**config.mk**
```make
export PLATFORM = sky130hd
export DESIGN_NAME = mem_rmw_merge_flat
export DESIGN_NICKNAME = d
export VERILOG_FILES = /design/src/rtl/mem_rmw_merge_if.sv /design/src/rtl/mem_rmw_merge.sv /design/src/flat_wrapper.sv
export SDC_FILE = /design/constraint.sdc
export NUM_CORES = 1
export LEC_CHECK = 0
export ABC_AREA = 1
export BUFFER_PORTS_ARGS = -buffer_cell sky130_fd_sc_hd__buf_2
export CAP_MARGIN = 25
export CORE_MARGIN = 2
export CORE_UTILIZATION = 45
export CTS_BUF_LIST = sky130_fd_sc_hd__clkbuf_2 sky130_fd_sc_hd__clkbuf_4 sky130_fd_sc_hd__clkbuf_8
export DETAILED_ROUTE_END_ITERATION = 16
export PLACE_DENSITY = 0.87
export SYNTH_ARGS = -nofsm -noshare
export SYNTH_HDL_FRONTEND = slang
export SYNTH_SLANG_ARGS = --single-unit
```
**constraint.sdc**
```tcl
create_clock -name clk -period 12.9 [get_ports clk]
set_clock_uncertainty 0.15 [all_clocks]
set_input_delay 1.29 -clock clk [delete_from_list [all_inputs] [get_ports clk]]
set_output_delay 1.29 -clock clk [all_outputs]
set_load 0.005 [all_outputs]
```
**src/rtl/mem_rmw_merge_if.sv**
```systemverilog
`default_nettype none
// ============================================================================
// Module   : mem_rmw_merge_if
// Purpose  : Bundles the masked-write, host-read and memory R0/W0 buses
//            between mem_rmw_merge and its surroundings.
// Revision : 1.0 - initial release
// ============================================================================
interface mem_rmw_merge_if #(
  parameter int WIDTH  = 64,
  parameter int GRAN   = 8,
  parameter int ADDR_W = 6,
  parameter int MASK_W = WIDTH / GRAN
);
  // masked write request
  logic              wreq_valid;
  logic              wreq_ready;
  logic [ADDR_W-1:0] wreq_addr;
  logic [WIDTH-1:0]  wreq_data;
  logic [MASK_W-1:0] wreq_mask;
  // host read request / response
  logic              rreq_valid;
  logic              rreq_ready;
  logic [ADDR_W-1:0] rreq_addr;
  logic              rresp_valid;
  logic [WIDTH-1:0]  rresp_data;
  // memory read port
  logic [ADDR_W-1:0] R0_addr;
  logic              R0_en;
  logic [WIDTH-1:0]  R0_data;
  // memory write port
  logic [ADDR_W-1:0] W0_addr;
  logic              W0_en;
  logic [WIDTH-1:0]  W0_data;

  // Environment side: requesters plus the memory wrapper returning R0_data.
  modport master (
    output wreq_valid, wreq_addr, wreq_data, wreq_mask,
    output rreq_valid, rreq_addr,
    output R0_data,
    input  wreq_ready, rreq_ready, rresp_valid, rresp_data,
    input  R0_addr, R0_en, W0_addr, W0_en, W0_data
  );

  // Merge block side.
  modport slave (
    input  wreq_valid, wreq_addr, wreq_data, wreq_mask,
    input  rreq_valid, rreq_addr,
    input  R0_data,
    output wreq_ready, rreq_ready, rresp_valid, rresp_data,
    output R0_addr, R0_en, W0_addr, W0_en, W0_data
  );
endinterface
`default_nettype wire

```
**src/rtl/mem_rmw_merge.sv**
```systemverilog
`default_nettype none
// ============================================================================
// Module   : mem_rmw_merge
// Purpose  : Byte-masked write front end for a 1R1W memory with a single
//            full-word write enable. Full-mask writes go straight through,
//            zero-mask writes are absorbed, partial-mask writes become a
//            read-modify-write. Host reads share the read port, with a
//            same-cycle bypass from a colliding full-mask write.
// Revision : 1.0 - initial release
// ============================================================================
module mem_rmw_merge #(
  parameter int DEPTH  = 48,
  parameter int WIDTH  = 64,
  parameter int GRAN   = 8,
  parameter int ADDR_W = 6,
  parameter int MASK_W = WIDTH / GRAN
) (
  input logic             clk,
  input logic             rst_n,
  mem_rmw_merge_if.slave  bus
);

  // Elaboration-time sanity checks on the parameter set.
  if (ADDR_W < $clog2(DEPTH)) begin : g_chk_addr_w
    $error("mem_rmw_merge: ADDR_W too narrow for DEPTH");
  end
  if (MASK_W * GRAN != WIDTH) begin : g_chk_gran
    $error("mem_rmw_merge: WIDTH must equal MASK_W*GRAN");
  end

  typedef enum logic [0:0] {
    ST_IDLE = 1'b0,
    ST_RMW  = 1'b1
  } state_t;

  state_t            state_q, state_d;
  logic [ADDR_W-1:0] addr_q, addr_d;
  logic [WIDTH-1:0]  data_q, data_d;
  logic [MASK_W-1:0] mask_q, mask_d;
  logic              rresp_valid_q, rresp_valid_d;
  logic              byp_q, byp_d;
  logic [WIDTH-1:0]  byp_data_q, byp_data_d;

  logic              mask_full, mask_zero, mask_part;
  logic              in_idle, in_rmw;
  logic              wreq_ready, rreq_ready;
  logic              wr_acc, rd_acc;
  logic [WIDTH-1:0]  bitmask;
  logic [WIDTH-1:0]  merged;
  logic              r0_en, w0_en;
  logic [ADDR_W-1:0] r0_addr, w0_addr;
  logic [WIDTH-1:0]  w0_data;

  // Expand the latched granule mask to a per-bit mask.
  for (genvar i = 0; i < MASK_W; i++) begin : g_bitmask
    assign bitmask[i*GRAN +: GRAN] = {GRAN{mask_q[i]}};
  end

  // Classify the incoming mask and resolve handshakes; all gated by reset
  // so nothing is accepted or issued while rst_n is low.
  always_comb begin
    mask_full  = &bus.wreq_mask;
    mask_zero  = ~|bus.wreq_mask;
    mask_part  = !mask_full && !mask_zero;
    in_idle    = rst_n && (state_q == ST_IDLE);
    in_rmw     = rst_n && (state_q == ST_RMW);
    wreq_ready = in_idle;
    // Writes win the read port only when they actually need it.
    rreq_ready = in_idle && !(bus.wreq_valid && mask_part);
    wr_acc     = bus.wreq_valid && wreq_ready;
    rd_acc     = bus.rreq_valid && rreq_ready;
  end

  // Drive the memory ports: read for RMW or host, write for full-mask or merge.
  always_comb begin
    merged  = (bus.R0_data & ~bitmask) | (data_q & bitmask);
    r0_en   = (wr_acc && mask_part) || rd_acc;
    r0_addr = (wr_acc && mask_part) ? bus.wreq_addr : bus.rreq_addr;
    w0_en   = in_rmw || (wr_acc && mask_full);
    w0_addr = in_rmw ? addr_q : bus.wreq_addr;
    w0_data = in_rmw ? merged : bus.wreq_data;
  end

  // Next-state, request latching and read-response/bypass bookkeeping.
  always_comb begin
    state_d    = state_q;
    addr_d     = addr_q;
    data_d     = data_q;
    mask_d     = mask_q;
    unique case (state_q)
      ST_IDLE: begin
        if (wr_acc && mask_part) begin
          state_d = ST_RMW;
          addr_d  = bus.wreq_addr;
          data_d  = bus.wreq_data;
          mask_d  = bus.wreq_mask;
        end
      end
      ST_RMW:  state_d = ST_IDLE;
      default: state_d = ST_IDLE;
    endcase
    rresp_valid_d = rd_acc;
    // The memory's own read-during-write result is unusable, so a read
    // colliding with a same-cycle full write returns the write data.
    byp_d      = rd_acc && wr_acc && mask_full && (bus.rreq_addr == bus.wreq_addr);
    byp_data_d = byp_d ? bus.wreq_data : byp_data_q;
  end

  // Control state with synchronous active-low reset.
  always_ff @(posedge clk) begin
    if (!rst_n) begin
      state_q       <= ST_IDLE;
      rresp_valid_q <= 1'b0;
      byp_q         <= 1'b0;
    end else begin
      state_q       <= state_d;
      rresp_valid_q <= rresp_valid_d;
      byp_q         <= byp_d;
    end
  end

  // Datapath holding registers; contents are only meaningful when qualified.
  always_ff @(posedge clk) begin
    addr_q     <= addr_d;
    data_q     <= data_d;
    mask_q     <= mask_d;
    byp_data_q <= byp_data_d;
  end

  assign bus.wreq_ready  = wreq_ready;
  assign bus.rreq_ready  = rreq_ready;
  // A response for a read accepted just before reset is suppressed.
  assign bus.rresp_valid = rresp_valid_q && rst_n;
  assign bus.rresp_data  = byp_q ? byp_data_q : bus.R0_data;
  assign bus.R0_en       = r0_en;
  assign bus.R0_addr     = r0_addr;
  assign bus.W0_en       = w0_en;
  assign bus.W0_addr     = w0_addr;
  assign bus.W0_data     = w0_data;

endmodule
`default_nettype wire

```
**src/flat_wrapper.sv**
```systemverilog
// flat-port wrapper written by rule: the top's interface ports become plain ports
module mem_rmw_merge_flat 
#(
  parameter int DEPTH  = 48,
  parameter int WIDTH  = 64,
  parameter int GRAN   = 8,
  parameter int ADDR_W = 6,
  parameter int MASK_W = WIDTH / GRAN
)
  (clk, rst_n, bus_wreq_valid, bus_wreq_addr, bus_wreq_data, bus_wreq_mask, bus_rreq_valid, bus_rreq_addr, bus_R0_data, bus_wreq_ready, bus_rreq_ready, bus_rresp_valid, bus_rresp_data, bus_R0_addr, bus_R0_en, bus_W0_addr, bus_W0_en, bus_W0_data);
  mem_rmw_merge_if #(.WIDTH(WIDTH), .GRAN(GRAN), .ADDR_W(ADDR_W), .MASK_W(MASK_W)) bus_i ();
  input logic clk;
  input logic rst_n;
  input wire logic [$bits(bus_i.wreq_valid)-1:0] bus_wreq_valid;
  input wire logic [$bits(bus_i.wreq_addr)-1:0] bus_wreq_addr;
  input wire logic [$bits(bus_i.wreq_data)-1:0] bus_wreq_data;
  input wire logic [$bits(bus_i.wreq_mask)-1:0] bus_wreq_mask;
  input wire logic [$bits(bus_i.rreq_valid)-1:0] bus_rreq_valid;
  input wire logic [$bits(bus_i.rreq_addr)-1:0] bus_rreq_addr;
  input wire logic [$bits(bus_i.R0_data)-1:0] bus_R0_data;
  output wire logic [$bits(bus_i.wreq_ready)-1:0] bus_wreq_ready;
  output wire logic [$bits(bus_i.rreq_ready)-1:0] bus_rreq_ready;
  output wire logic [$bits(bus_i.rresp_valid)-1:0] bus_rresp_valid;
  output wire logic [$bits(bus_i.rresp_data)-1:0] bus_rresp_data;
  output wire logic [$bits(bus_i.R0_addr)-1:0] bus_R0_addr;
  output wire logic [$bits(bus_i.R0_en)-1:0] bus_R0_en;
  output wire logic [$bits(bus_i.W0_addr)-1:0] bus_W0_addr;
  output wire logic [$bits(bus_i.W0_en)-1:0] bus_W0_en;
  output wire logic [$bits(bus_i.W0_data)-1:0] bus_W0_data;
  assign bus_i.wreq_valid = bus_wreq_valid;
  assign bus_i.wreq_addr = bus_wreq_addr;
  assign bus_i.wreq_data = bus_wreq_data;
  assign bus_i.wreq_mask = bus_wreq_mask;
  assign bus_i.rreq_valid = bus_rreq_valid;
  assign bus_i.rreq_addr = bus_rreq_addr;
  assign bus_i.R0_data = bus_R0_data;
  assign bus_wreq_ready = bus_i.wreq_ready;
  assign bus_rreq_ready = bus_i.rreq_ready;
  assign bus_rresp_valid = bus_i.rresp_valid;
  assign bus_rresp_data = bus_i.rresp_data;
  assign bus_R0_addr = bus_i.R0_addr;
  assign bus_R0_en = bus_i.R0_en;
  assign bus_W0_addr = bus_i.W0_addr;
  assign bus_W0_en = bus_i.W0_en;
  assign bus_W0_data = bus_i.W0_data;
  mem_rmw_merge #(.DEPTH(DEPTH), .WIDTH(WIDTH), .GRAN(GRAN), .ADDR_W(ADDR_W), .MASK_W(MASK_W)) u_core (.clk(clk), .rst_n(rst_n), .bus(bus_i));
endmodule
```
==> results.py, run 1 <==
metrics = {
    "run_status": {
        "result_of_the_run": "finished clean",
    },
    "clock_network": {
        "cts.htree.levels": 4,
        "clock_tree.buffer_depth": 2,
        "number_of_gates_resized_after_cts": 0,
        "tritoncts.num_buffers": 17,
        "postCtsSetupRepairBufs": 0,
        "cts_num_sinks": 145,
        "cts.hold.buffers_added": 0,
        "clkLatencyLatePin_ns": 0.43,
        "clock-root-buffer": "sky130_fd_sc_hd__clkbuf_8",
        "clk_pin_slew_worst_paths_ns": 0.08,
        "tritoncts_clock_tree": "done",
    },
    "floorplanning": {
        "floorplan.rows": 45,
        "core_area_mm2": 0.0151,
        "die_width_um": 128,
        "initial_core_util_pct": 45.8,
        "fp.dieH_um": 128,
        "pin_count": 297,
        "floorplan.die_area_mm2": 0.0163,
    },
    "global_route": {
        "grt_pass1_vias": 5481,
        "globalRoute.totalOverflow": 0,
        "largest_net_degree_at_the_start_of_global_routing": 77,
        "grt.total_usage_pct": 21.5,
        "grt_antenna_before_repair": 2,
        "grt_pass1_wl_um": 27200,
    },
    "timing": {
        "fin_setup_tns_ns": 0,
        "slew_violations": 0,
        "achievable-frequency_mhz": 214,
        "min_period_ns": 4.68,
        "final_hold_viol_count": 0,
        "rsz0062_at_grt": "false",
        "final_worst_path_setup_slack_ns": 8.22,
        "slew-limit-headroom_pct": 38.5,
        "min_period_over_period_pct": 36.3,
        "worst_pin_slew_ns": 0.920,
        "final_setup_violations": 0,
    },
    "logic_synthesis": {
        "mappedNetlistArea_mm2": 0.00690,
        "fraction_of_post_synthesis_cell_area_in_the_top_cell_type_by_area_pct": 61.8,
        "synth.lib_cells_used.distinct": 20,
        "synth_area_leader_cell": "sky130_fd_sc_hd__edfxtp_1",
        "synth_sequential_area_ratio_pct": 62.6,
        "synthesis.area_per_instance_um2": 9.46,
        "synth_cells": 730,
        "synth.area.top_cells": "sky130_fd_sc_hd__edfxtp_1 (62%), sky130_fd_sc_hd__o21ai_0 (9.4%), sky130_fd_sc_hd__nor2_1 (7.5%), sky130_fd_sc_hd__nand2_1 (5.8%), sky130_fd_sc_hd__inv_1 (4.8%)",
        "synth-warning-count": 0,
        "mappedNetlistNets": 882,
        "postSynthRegisterBits": 145,
    },
    "power": {
        "powerDensity_mw_per_mm2": 114,
        "peakVddDrop_mv": 0.0498,
        "total_leakage_power_nw": 3.85,
    },
    "worst_hold_path": {
        "min_delay_path_depth": 3,
        "hold_class": "reg2reg",
        "hold_path_origin": "u_core.state_q$_SDFF_PP0_",
        "timing.hold.worst_endpoint": "u_core.byp_q$_SDFF_PN0_",
    },
    "drt": {
        "1st_iter_drt_viols": 476,
        "drt-total-wl_um": 18000,
        "detail_route.drc_violations": 0,
        "wire_per_inst_um": 14.8,
        "detailedRoute.firstPassIterationCount": 5,
        "routed_via_density": 4.96,
        "route.vias.total": 6018,
        "drtAntennaViolNets": 0,
    },
    "worst_setup_path": {
        "critical_path.max_fanout": 76,
        "timing.setup.critical_path_class": "in2out",
        "critPathLaunch": "rst_n",
        "timing.reg2reg.worst_path_depth": 6,
        "worst_setup_path_start_kind": "primary input",
        "cp_data_required_time_ns": 11.46,
        "regToRegEndpoint": "u_core.byp_data_q[12]$_DFFE_PP_",
        "arrival_time_worst_endpoint_ns": 3.24,
        "regToRegStartpoint": "u_core.state_q$_SDFF_PP0_",
        "worst_setup_path_end_kind": "output port",
        "worst_r2r_setup_slack_ns": 10.24,
    },
    "layout": {
        "final_cell_mix": "sky130_fd_sc_hd__buf_2 (296), sky130_fd_sc_hd__edfxtp_1 (142), sky130_fd_sc_hd__nor2_1 (137)",
        "mostFrequentLayoutCell": "sky130_fd_sc_hd__buf_2",
        "final_layout_net_count": 1163,
        "area_growth_syn_to_layout_pct": 28.6,
        "final_core_util_pct": 58.8,
        "fraction_of_layout_instances_using_a_drive_strength_above_1_pct": 33.5,
        "multi_input_area_mm2": 0.00204,
        "ff_latch_area_mm2": 0.00433,
        "layout.filler_cells": 1327,
    },
    "place": {
        "routabilityCongestion": 0.969,
        "dp_slack_ns": 8.22,
        "dp_hpwl_um": 12700,
        "placement.io_buffers": 296,
    },
    "flow_run": {
        "timing.max_cap.violations": 0,
    },
}
metrics by stage:
step / power, mW / hold WS, ns / std cells / cell area, µm²
global placement: 0.661 / 0.549 / 1179 / 8440
detailed placement: 0.664 / 0.561 / 1180 / 8470
finish: 1.01 / 0.579 / 1213 / 8880
CTS: 1.02 / 0.587 / 1212 / 8870
floorplan: 0.596 / 0.465 / 730 / 6900
global route: 1.06 / 0.649 / 1212 / 8870
how the worst max path moves through the flow:
stage	to	slack, ns
after global placement	bus_W0_data[47]	8.31
final	bus_W0_data[47]	8.22
after floorplan	u_core.byp_data_q[0]$_DFFE_PP_	7.80
after global routing	bus_W0_data[54]	7.97
after detailed placement	bus_W0_data[47]	8.22
after CTS	bus_W0_data[47]	8.20
logic make-up (layout without fill, tap and decap cells):
logic type             count (synthesis)  in the layout  synth area share (%)
AOI/OAI and AO/OA                    205            205                  15.2
and+or+nand+nor                      252            252                  14.2
other                                  0              1                     0
DFF                                  145            145                  62.6
buffers and inverters                128            422                  7.99
cells in the mapped netlist:
library cell / count
sky130_fd_sc_hd__edfxtp_1: 142
sky130_fd_sc_hd__nor2_1: 138
sky130_fd_sc_hd__and2_1: 1
sky130_fd_sc_hd__o21ai_2: 6
sky130_fd_sc_hd__buf_4: 6
sky130_fd_sc_hd__nor2_4: 1
sky130_fd_sc_hd__nand3b_4: 1
sky130_fd_sc_hd__dfxtp_1: 3
sky130_fd_sc_hd__o21ai_0: 129
sky130_fd_sc_hd__nand4_1: 1
sky130_fd_sc_hd__nand2_1: 107
sky130_fd_sc_hd__nand2_2: 1
sky130_fd_sc_hd__buf_2: 9
sky130_fd_sc_hd__o21ai_1: 6
sky130_fd_sc_hd__inv_1: 88
sky130_fd_sc_hd__buf_6: 5
sky130_fd_sc_hd__inv_2: 2
sky130_fd_sc_hd__a21oi_1: 64
sky130_fd_sc_hd__nand3_1: 2
sky130_fd_sc_hd__clkbuf_1: 18
layer usage:
layer / vias up / routed length (µm) / GRT usage [%]
met1: 2713 / 7330 / 26.9
met2: 267 / 8990 / 35.7
li1: 3004 / - / -
met5: - / 10 / 0
met4: 2 / 413 / 9.76
met3: 32 / 1270 / 4.76
worst max-delay path, cell delays in order:
cell	delay [ns]
sky130_fd_sc_hd__buf_2	0.10
sky130_fd_sc_hd__nand2_1	0.10
sky130_fd_sc_hd__inv_4	0.44
sky130_fd_sc_hd__buf_4	0.65
sky130_fd_sc_hd__o21ai_0	0.23
sky130_fd_sc_hd__a21oi_1	0.18
sky130_fd_sc_hd__nor2_1	0.07
sky130_fd_sc_hd__buf_2	0.13
final cells by class:
type | count | share of cell area (%)
flip-flops and latches | 145 | 48.8
multi-input cells | 457 | 22.9
repair buffers | 300 | 17.3
inverters | 90 | 3.85
well taps | 188 | 2.65
clock buffers | 17 | 2.64
clock inverters | 15 | 1.89
diodes | 1 | 0.0282
flip-flops by register name, summed over array words and instances, names as in the netlist:
register	cells
u_core.mask_q	8
u_core.rresp_valid_q	1
u_core.addr_q	6
u_core.data_q	64
u_core.byp_q	1
u_core.byp_data_q	64
u_core.state_q	1
power by group:
part,switching (mW),total (mW),internal (mW)
registers,0.00722,0.537,0.529
clock network,0.171,0.361,0.189
logic,0.0640,0.116,0.0523
total,0.243,1.01,0.771
Power figures use the tool's default switching activity.
==> run 2, diff against run 1 <==
--- a/config.mk
+++ b/config.mk
@@ -12,7 +12,7 @@
 export CORE_UTILIZATION = 45
 export CTS_BUF_LIST = sky130_fd_sc_hd__clkbuf_2 sky130_fd_sc_hd__clkbuf_4 sky130_fd_sc_hd__clkbuf_8
 export DETAILED_ROUTE_END_ITERATION = 16
-export PLACE_DENSITY = 0.87
+export PLACE_DENSITY = 0.9
 export SYNTH_ARGS = -nofsm -noshare
 export SYNTH_HDL_FRONTEND = slang
 export SYNTH_SLANG_ARGS = --single-unit
==> constraint.sdc (replaced) <==
create_clock -name clk -period 4.15 [get_ports clk]
set_clock_uncertainty 0.15 [all_clocks]
set_input_delay 0.415 -clock clk [delete_from_list [all_inputs] [get_ports clk]]
set_output_delay 0.415 -clock clk [all_outputs]
set_load 0.005 [all_outputs]
==> run 2 against run 1 <==
Against the previous run:
- power grew to 3.0 times the previous value
- non-clock buffer count increased by 27
- clock power increased to 2.7 times the previous value
- global-route usage is 0.44 points lower
- register-to-register slack got worse by 8.6 ns
- worst hold slack got worse by 0.54 ns
- first-iteration DRC count is 27% higher
- die area did not move
- final cell count is 2.2% higher
- critical endpoint is now u_core.data_q[30]$_DFFE_PP_
- largest cell class unchanged
==> results.py, run 2 (synthesized netlist as in run 1, its figures left out) <==
metrics = {
    "run_status": {
        "result_of_the_run": "finished clean",
    },
    "layout": {
        "final_layout_net_count": 1190,
        "final_cell_mix": "sky130_fd_sc_hd__buf_2 (296), sky130_fd_sc_hd__edfxtp_1 (142), sky130_fd_sc_hd__nor2_1 (137)",
        "final_core_util_pct": 60.4,
        "largestRegisters": "u_core.byp_data_q x64, u_core.data_q x64, u_core.mask_q x8",
        "finish.cell_count_without_fillers": 1240,
        "fraction_of_layout_instances_using_a_drive_strength_above_1_pct": 32.8,
        "ff_latch_area_mm2": 0.00433,
        "multi_input_area_mm2": 0.00204,
        "area_growth_syn_to_layout_pct": 31.9,
        "layout.filler_cells": 1226,
        "mostFrequentLayoutCell": "sky130_fd_sc_hd__buf_2",
        "final_area_mm2": 0.00911,
    },
    "drt": {
        "1st_iter_drt_viols": 603,
        "route.vias.total": 6201,
        "detailedRoute.firstPassIterationCount": 7,
        "detail_route.drc_violations": 0,
        "routed_via_density": 5.00,
        "drtAntennaViolNets": 0,
        "drt-total-wl_um": 17900,
        "wire_per_inst_um": 14.5,
    },
    "timing": {
        "min_period_ns": 3.05,
        "achievable-frequency_mhz": 328,
        "worst_pin_slew_ns": 0.912,
        "rsz0062_at_grt": "false",
        "min_period_over_period_pct": 73.5,
        "slew-limit-headroom_pct": 39.2,
        "fin_worst_hold_slack_ns": 0.0362,
        "final_setup_violations": 0,
        "final_hold_viol_count": 0,
        "fin_setup_tns_ns": 0,
        "slew_violations": 0,
    },
    "floorplanning": {
        "pin_count": 297,
        "floorplan.rows": 45,
        "initial_core_util_pct": 45.8,
        "fp.dieH_um": 128,
        "die_width_um": 128,
        "floorplan.die_area_mm2": 0.0163,
        "core_area_mm2": 0.0151,
    },
    "place": {
        "dp_hpwl_um": 12600,
        "routabilityCongestion": 0.847,
        "postPlaceCellArea_mm2": 0.00850,
        "placedCellCount": 1182,
        "placement.io_buffers": 296,
    },
    "worst_setup_path": {
        "timing.reg2reg.worst_path_depth": 5,
        "worst_setup_path_end_kind": "flip-flop",
        "path_cells": "dlygate4sd3_1 > buf_2 > nand2_1 > nor2_1 > nand2_1 > nand3b_4 > clkinv_2 > buf_4",
        "critical_path.max_fanout": 49,
        "timing.setup.critical_path_class": "in2reg",
        "worst_setup_path_start_kind": "primary input",
        "cp_common_cell": "sky130_fd_sc_hd__nand2_1",
        "worst_r2r_setup_slack_ns": 1.68,
        "cp_data_required_time_ns": 4.16,
        "regToRegStartpoint": "u_core.state_q$_SDFF_PP0_",
        "critical_path.slowest_cell": "sky130_fd_sc_hd__clkinv_2",
        "arrival_time_worst_endpoint_ns": 3.06,
        "worst_path_largest_cell_delay_ns": 0.75,
        "regToRegEndpoint": "u_core.data_q[30]$_DFFE_PP_",
    },
    "worst_hold_path": {
        "timing.hold.worst_endpoint": "u_core.data_q[51]$_DFFE_PP_",
        "hold_class": "in2reg",
        "hold_path_origin": "bus_wreq_data[51]",
        "min_delay_path_depth": 1,
    },
    "clock_network": {
        "clock-root-buffer": "sky130_fd_sc_hd__clkbuf_8",
        "postCtsSetupRepairBufs": 0,
        "cts_num_sinks": 145,
        "clk_pin_slew_worst_paths_ns": 0.08,
        "clock_tree.buffer_depth": 2,
        "cts.htree.levels": 4,
        "tritoncts_clock_tree": "done",
        "tritoncts.num_buffers": 17,
        "clkLatencyLatePin_ns": 0.43,
    },
    "flow_run": {
        "timing.max_cap.violations": 0,
    },
    "global_route": {
        "grt_pass1_wl_um": 26800,
        "grt.total_usage_pct": 21.0,
        "largest_net_degree_at_the_start_of_global_routing": 78,
        "grt_antenna_before_repair": 2,
        "grt_pass1_vias": 5627,
        "globalRoute.totalOverflow": 0,
    },
    "power": {
        "peakVddDrop_mv": 0.216,
        "total_leakage_power_nw": 3.95,
        "powerDensity_mw_per_mm2": 334,
    },
}
-- run 2: changes by cell type in the layout (fill, tap and decap cells not counted), sizes merged --
cell and change:
clkbuf +1, buf +2, inv +1, dlygate4sd3 +25, clkinvlp -1, clkinv +1, bufinv -2
-- run 2: area by class of cell --
| class | count | area share [%] |
|---|---|---|
| Multi-Input combinational cell | 457 | 22.4 |
| Timing Repair Buffer | 327 | 19.9 |
| Clock buffer | 18 | 2.65 |
| Clock inverter | 14 | 1.25 |
| Antenna cell | 1 | 0.0275 |
| Tap cell | 188 | 2.58 |
| Sequential cell | 145 | 47.5 |
| Inverter | 90 | 3.75 |
-- run 2: per-stage QoR --
step                worst slack [ns]  power (mW)
global placement                1.23        2.05
global route                   0.913        3.18
floorplan                      0.991        1.85
finish                          1.10        3.04
detailed placement              1.19        2.06
CTS                             1.08        3.05
-- run 2: power breakdown --
| part | switching, mW | total (mW) | internal (mW) |
|---|---|---|---|
| registers | 0.0216 | 1.67 | 1.65 |
| clock network | 0.513 | 0.988 | 0.475 |
| logic | 0.205 | 0.385 | 0.180 |
-- run 2: how the worst max path moves through the flow --
| stage | startpoint | endpoint | slack, ns | cells past startpoint |
|---|---|---|---|---|
| CTS | bus_wreq_mask[0] | u_core.data_q[30]$_DFFE_PP_ | 1.08 | 9 |
| detailed placement | bus_wreq_mask[2] | u_core.data_q[30]$_DFFE_PP_ | 1.19 | 8 |
| global placement | bus_wreq_mask[2] | u_core.data_q[29]$_DFFE_PP_ | 1.23 | 8 |
| finish | bus_wreq_mask[2] | u_core.data_q[30]$_DFFE_PP_ | 1.10 | 8 |
| floorplan | bus_wreq_mask[0] | u_core.byp_data_q[0]$_DFFE_PP_ | 0.99 | 6 |
| global route | bus_wreq_mask[0] | u_core.data_q[40]$_DFFE_PP_ | 0.91 | 9 |
-- run 2: worst max-delay path: cells and delay by family --
family | cells | cell delay [ns]
buffers and inverters | 4 | 1.93
and+or+nand+nor | 4 | 0.69
-- run 2: repair_timing --
action                    CTS  global route
hold buffers                2            23
gates resized for setup     0             0
hold endpoints to repair    3            39
-- run 2: layer usage --
layer / up-vias / part of all wire, % / GRT usage (%)
met3: 38 / 6.7 / 5.84
met1: 2831 / 40 / 25.5
met5: - / 0.072 / 0
li1: 3053 / - / -
met4: 2 / 2.7 / 8.47
met2: 277 / 50 / 35.6
==> run 3, diff against run 2 <==
--- a/config.mk
+++ b/config.mk
@@ -5,14 +5,14 @@
 export SDC_FILE = /design/constraint.sdc
 export NUM_CORES = 1
 export LEC_CHECK = 0
-export ABC_AREA = 1
+export ABC_AREA = 0
 export BUFFER_PORTS_ARGS = -buffer_cell sky130_fd_sc_hd__buf_2
 export CAP_MARGIN = 25
 export CORE_MARGIN = 2
-export CORE_UTILIZATION = 45
+export CORE_UTILIZATION = 44
 export CTS_BUF_LIST = sky130_fd_sc_hd__clkbuf_2 sky130_fd_sc_hd__clkbuf_4 sky130_fd_sc_hd__clkbuf_8
 export DETAILED_ROUTE_END_ITERATION = 16
-export PLACE_DENSITY = 0.9
+export PLACE_DENSITY = 0.89
 export SYNTH_ARGS = -nofsm -noshare
 export SYNTH_HDL_FRONTEND = slang
 export SYNTH_SLANG_ARGS = --single-unit
==> constraint.sdc (replaced) <==
create_clock -name clk -period 2.55 [get_ports clk]
set_clock_uncertainty 0.15 [all_clocks]
set_input_delay 0.255 -clock clk [delete_from_list [all_inputs] [get_ports clk]]
set_output_delay 0.255 -clock clk [all_outputs]
set_load 0.005 [all_outputs]
==> run 3 against run 2 <==
Against the previous run:
- count of clock-buffer cells in the layout rose by 4
- design area increased by 5.8%
- via count is 12% lower
- worst hold slack improved by 0.070 ns
- die area down 0.26%
- sequential share of layout area fell by 2.6 points
==> results.py, run 3 <==
metrics = {
    "power": {
        "clock_power_share_pct": 30.2,
        "power_report.internal_total_mw": 3.78,
        "psw_mw": 1.18,
        "peakVddDrop_mv": 0.376,
        "power.share.switching_pct": 23.9,
        "powerDensity_mw_per_mm2": 515,
        "power.combinational.fraction_pct": 15.1,
        "total_leakage_power_nw": 4.02,
        "p_seq_share_pct": 54.7,
    },
    "timing": {
        "slew-limit-headroom_pct": 63.9,
        "rsz0062_at_grt": "false",
        "fin_worst_hold_slack_ns": 0.106,
        "worst_pin_slew_ns": 0.541,
        "min_period_ns": 2.38,
        "fin_setup_tns_ns": 0,
        "final_setup_violations": 0,
        "achievable-frequency_mhz": 421,
        "min_period_over_period_pct": 93.2,
        "final_hold_viol_count": 0,
        "slew_violations": 0,
    },
    "logic_synthesis": {
        "synth-edff-count": 142,
        "synthesis.area_per_instance_um2": 14.3,
        "postSynthRegisterBits": 145,
        "mappedNetlistNets": 623,
        "synth_area_leader_cell": "sky130_fd_sc_hd__edfxtp_1",
        "synth_commonest_cells": "sky130_fd_sc_hd__edfxtp_1 (142), sky130_fd_sc_hd__mux2_2 (76), sky130_fd_sc_hd__a21oi_1 (64), sky130_fd_sc_hd__mux2i_1 (64), sky130_fd_sc_hd__nor2_1 (64)",
        "most_numerous_cell_in_the_yosys_netlist": "sky130_fd_sc_hd__edfxtp_1",
        "synth.area.top_cells": "sky130_fd_sc_hd__edfxtp_1 (63%), sky130_fd_sc_hd__mux2_2 (13%), sky130_fd_sc_hd__mux2i_1 (9.5%), sky130_fd_sc_hd__a21oi_1 (4.8%), sky130_fd_sc_hd__nor2_1 (3.6%)",
        "synth-main-ff-cell": "sky130_fd_sc_hd__edfxtp_1",
        "ys_async_sr_fraction_pct": 0,
        "synth_sequential_area_ratio_pct": 64.2,
        "mappedNetlistArea_mm2": 0.00673,
        "synth.lib_cells_used.distinct": 23,
        "fraction_of_post_synthesis_cell_area_in_the_top_cell_type_by_area_pct": 63.3,
        "synth-warning-count": 0,
        "synth_cells": 471,
    },
    "clock_network": {
        "clkLatencyLatePin_ns": 0.43,
        "tritoncts.num_buffers": 17,
        "postCtsSetupRepairBufs": 0,
        "cts.hold.buffers_added": 79,
        "clock-root-buffer": "sky130_fd_sc_hd__clkbuf_8",
        "cts.htree.levels": 4,
        "tritoncts_clock_tree": "done",
        "cts_num_sinks": 145,
        "clk_pin_slew_worst_paths_ns": 0.07,
        "number_of_gates_resized_after_cts": 0,
        "clock_tree.buffer_depth": 2,
    },
    "flow_run": {
        "timing.max_cap.violations": 0,
    },
    "worst_setup_path": {
        "critical_path.max_fanout": 9,
        "arrival_time_worst_endpoint_ns": 1.97,
        "worst_setup_path_start_kind": "primary input",
        "timing.setup.critical_path_class": "in2out",
        "cp_data_required_time_ns": 2.14,
        "worst_setup_path_end_kind": "output port",
    },
    "drt": {
        "drtAntennaViolNets": 0,
        "detail_route.drc_violations": 0,
        "route.vias.total": 5482,
        "routed_via_density": 5.22,
        "1st_iter_drt_viols": 291,
        "detailedRoute.firstPassIterationCount": 5,
        "drt-total-wl_um": 19700,
        "wire_per_inst_um": 18.8,
    },
    "global_route": {
        "grt_pass1_wl_um": 29000,
        "globalRoute.totalOverflow": 0,
        "grt_pass1_vias": 5623,
        "grt.total_usage_pct": 23.5,
        "largest_net_degree_at_the_start_of_global_routing": 79,
        "grt_antenna_before_repair": 1,
    },
    "floorplanning": {
        "die_width_um": 128,
        "floorplan.die_area_mm2": 0.0163,
        "initial_core_util_pct": 44.6,
        "core_area_mm2": 0.0151,
        "fp.dieH_um": 128,
        "floorplan.rows": 45,
        "pin_count": 297,
    },
    "layout": {
        "area_growth_syn_to_layout_pct": 43.1,
        "mostFrequentLayoutCell": "sky130_fd_sc_hd__buf_2",
        "fraction_of_layout_instances_using_a_drive_strength_above_1_pct": 49.2,
        "final_cell_mix": "sky130_fd_sc_hd__buf_2 (296), sky130_fd_sc_hd__edfxtp_1 (142), sky130_fd_sc_hd__dlygate4sd3_1 (79)",
        "multi_input_area_mm2": 0.00228,
        "ff_latch_area_mm2": 0.00433,
        "layout.filler_cells": 1099,
        "finish.cell_count_without_fillers": 1050,
        "final_layout_net_count": 1002,
        "largestRegisters": "u_core.byp_data_q x64, u_core.data_q x64, u_core.mask_q x8",
    },
    "place": {
        "routabilityCongestion": 0.805,
        "placedCellCount": 940,
        "dp_hpwl_um": 12500,
        "placement.io_buffers": 296,
    },
    "run_status": {
        "result_of_the_run": "finished clean",
    },
    "worst_hold_path": {
        "hold_class": "in2reg",
    },
}
[run 3: critical path, cell delays in order]
cell	delay [ns]
sky130_fd_sc_hd__buf_2	0.11
sky130_fd_sc_hd__nor4_1	0.48
sky130_fd_sc_hd__buf_4	0.20
sky130_fd_sc_hd__nand2_1	0.12
sky130_fd_sc_hd__nand4_4	0.26
sky130_fd_sc_hd__mux2_2	0.40
sky130_fd_sc_hd__buf_2	0.14
[run 3: area by class of cell]
type | count | area share, %
Antenna cell | 1 | 0.0260
Tap cell | 188 | 2.44
Timing Repair Buffer | 390 | 25.5
Clock buffer | 22 | 2.82
Clock inverter | 8 | 0.442
Inverter | 3 | 0.156
Sequential cell | 145 | 44.9
Multi-Input combinational cell | 293 | 23.6
[run 3: power groups by stage]
stage | sequential, mW | combinational [mW] | clock (mW)
after global placement | 2.76 | 0.624 | 0
after detailed placement | 2.77 | 0.636 | 0
final | 2.71 | 0.750 | 1.50
after floorplan | 2.74 | 0.284 | 0
after CTS | 2.71 | 0.730 | 1.53
after global routing | 2.72 | 0.810 | 1.63
[run 3: final timing paths]
check                           slack, ns  cells after the start                              to                      start
worst max-delay path                 0.17                      7                  bus_R0_addr[0]           bus_wreq_mask[5]
worst min-delay path                 0.11                      3       u_core.state_q$_SDFF_PP0_             bus_wreq_valid
worst max register to register       0.30                      5  u_core.byp_data_q[1]$_DFFE_PP_  u_core.state_q$_SDFF_PP0_
worst min register to register       0.75                      3       u_core.state_q$_SDFF_PP0_  u_core.state_q$_SDFF_PP0_
[run 3: metal layers]
metal  GRT usage, %  routed length (µm)  part of all wire, %
met1           26.1                7460                   38
met2           41.4               10200                   52
met3           6.80                1500                  7.6
met4           11.4                 599                  3.0
met5              0                   0                    0
[run 3: metrics by stage]
stage	util [%]	power, mW	area (µm²)	worst slack (ns)
floorplan	-	3.03	6750	0.00320
global placement	56.5	3.39	8520	0.151
detailed placement	56.5	3.40	8520	0.139
CTS	63.8	4.98	9630	0.191
global route	63.8	5.16	9630	0.0619
finish	63.8	4.96	9630	0.173
[run 3: logic make-up (layout without fill, tap and decap cells)]
family,after synthesis,in the layout,synth area share [%]
flip-flops,145,145,64.2
multiplexers,140,140,22.2
AND/OR/NAND/NOR,80,80,5.30
AO/OA/AOI/OAI,67,67,5.33
buffers and inverters,33,423,2.14
XOR/XNOR,6,6,0.781
other,0,1,0
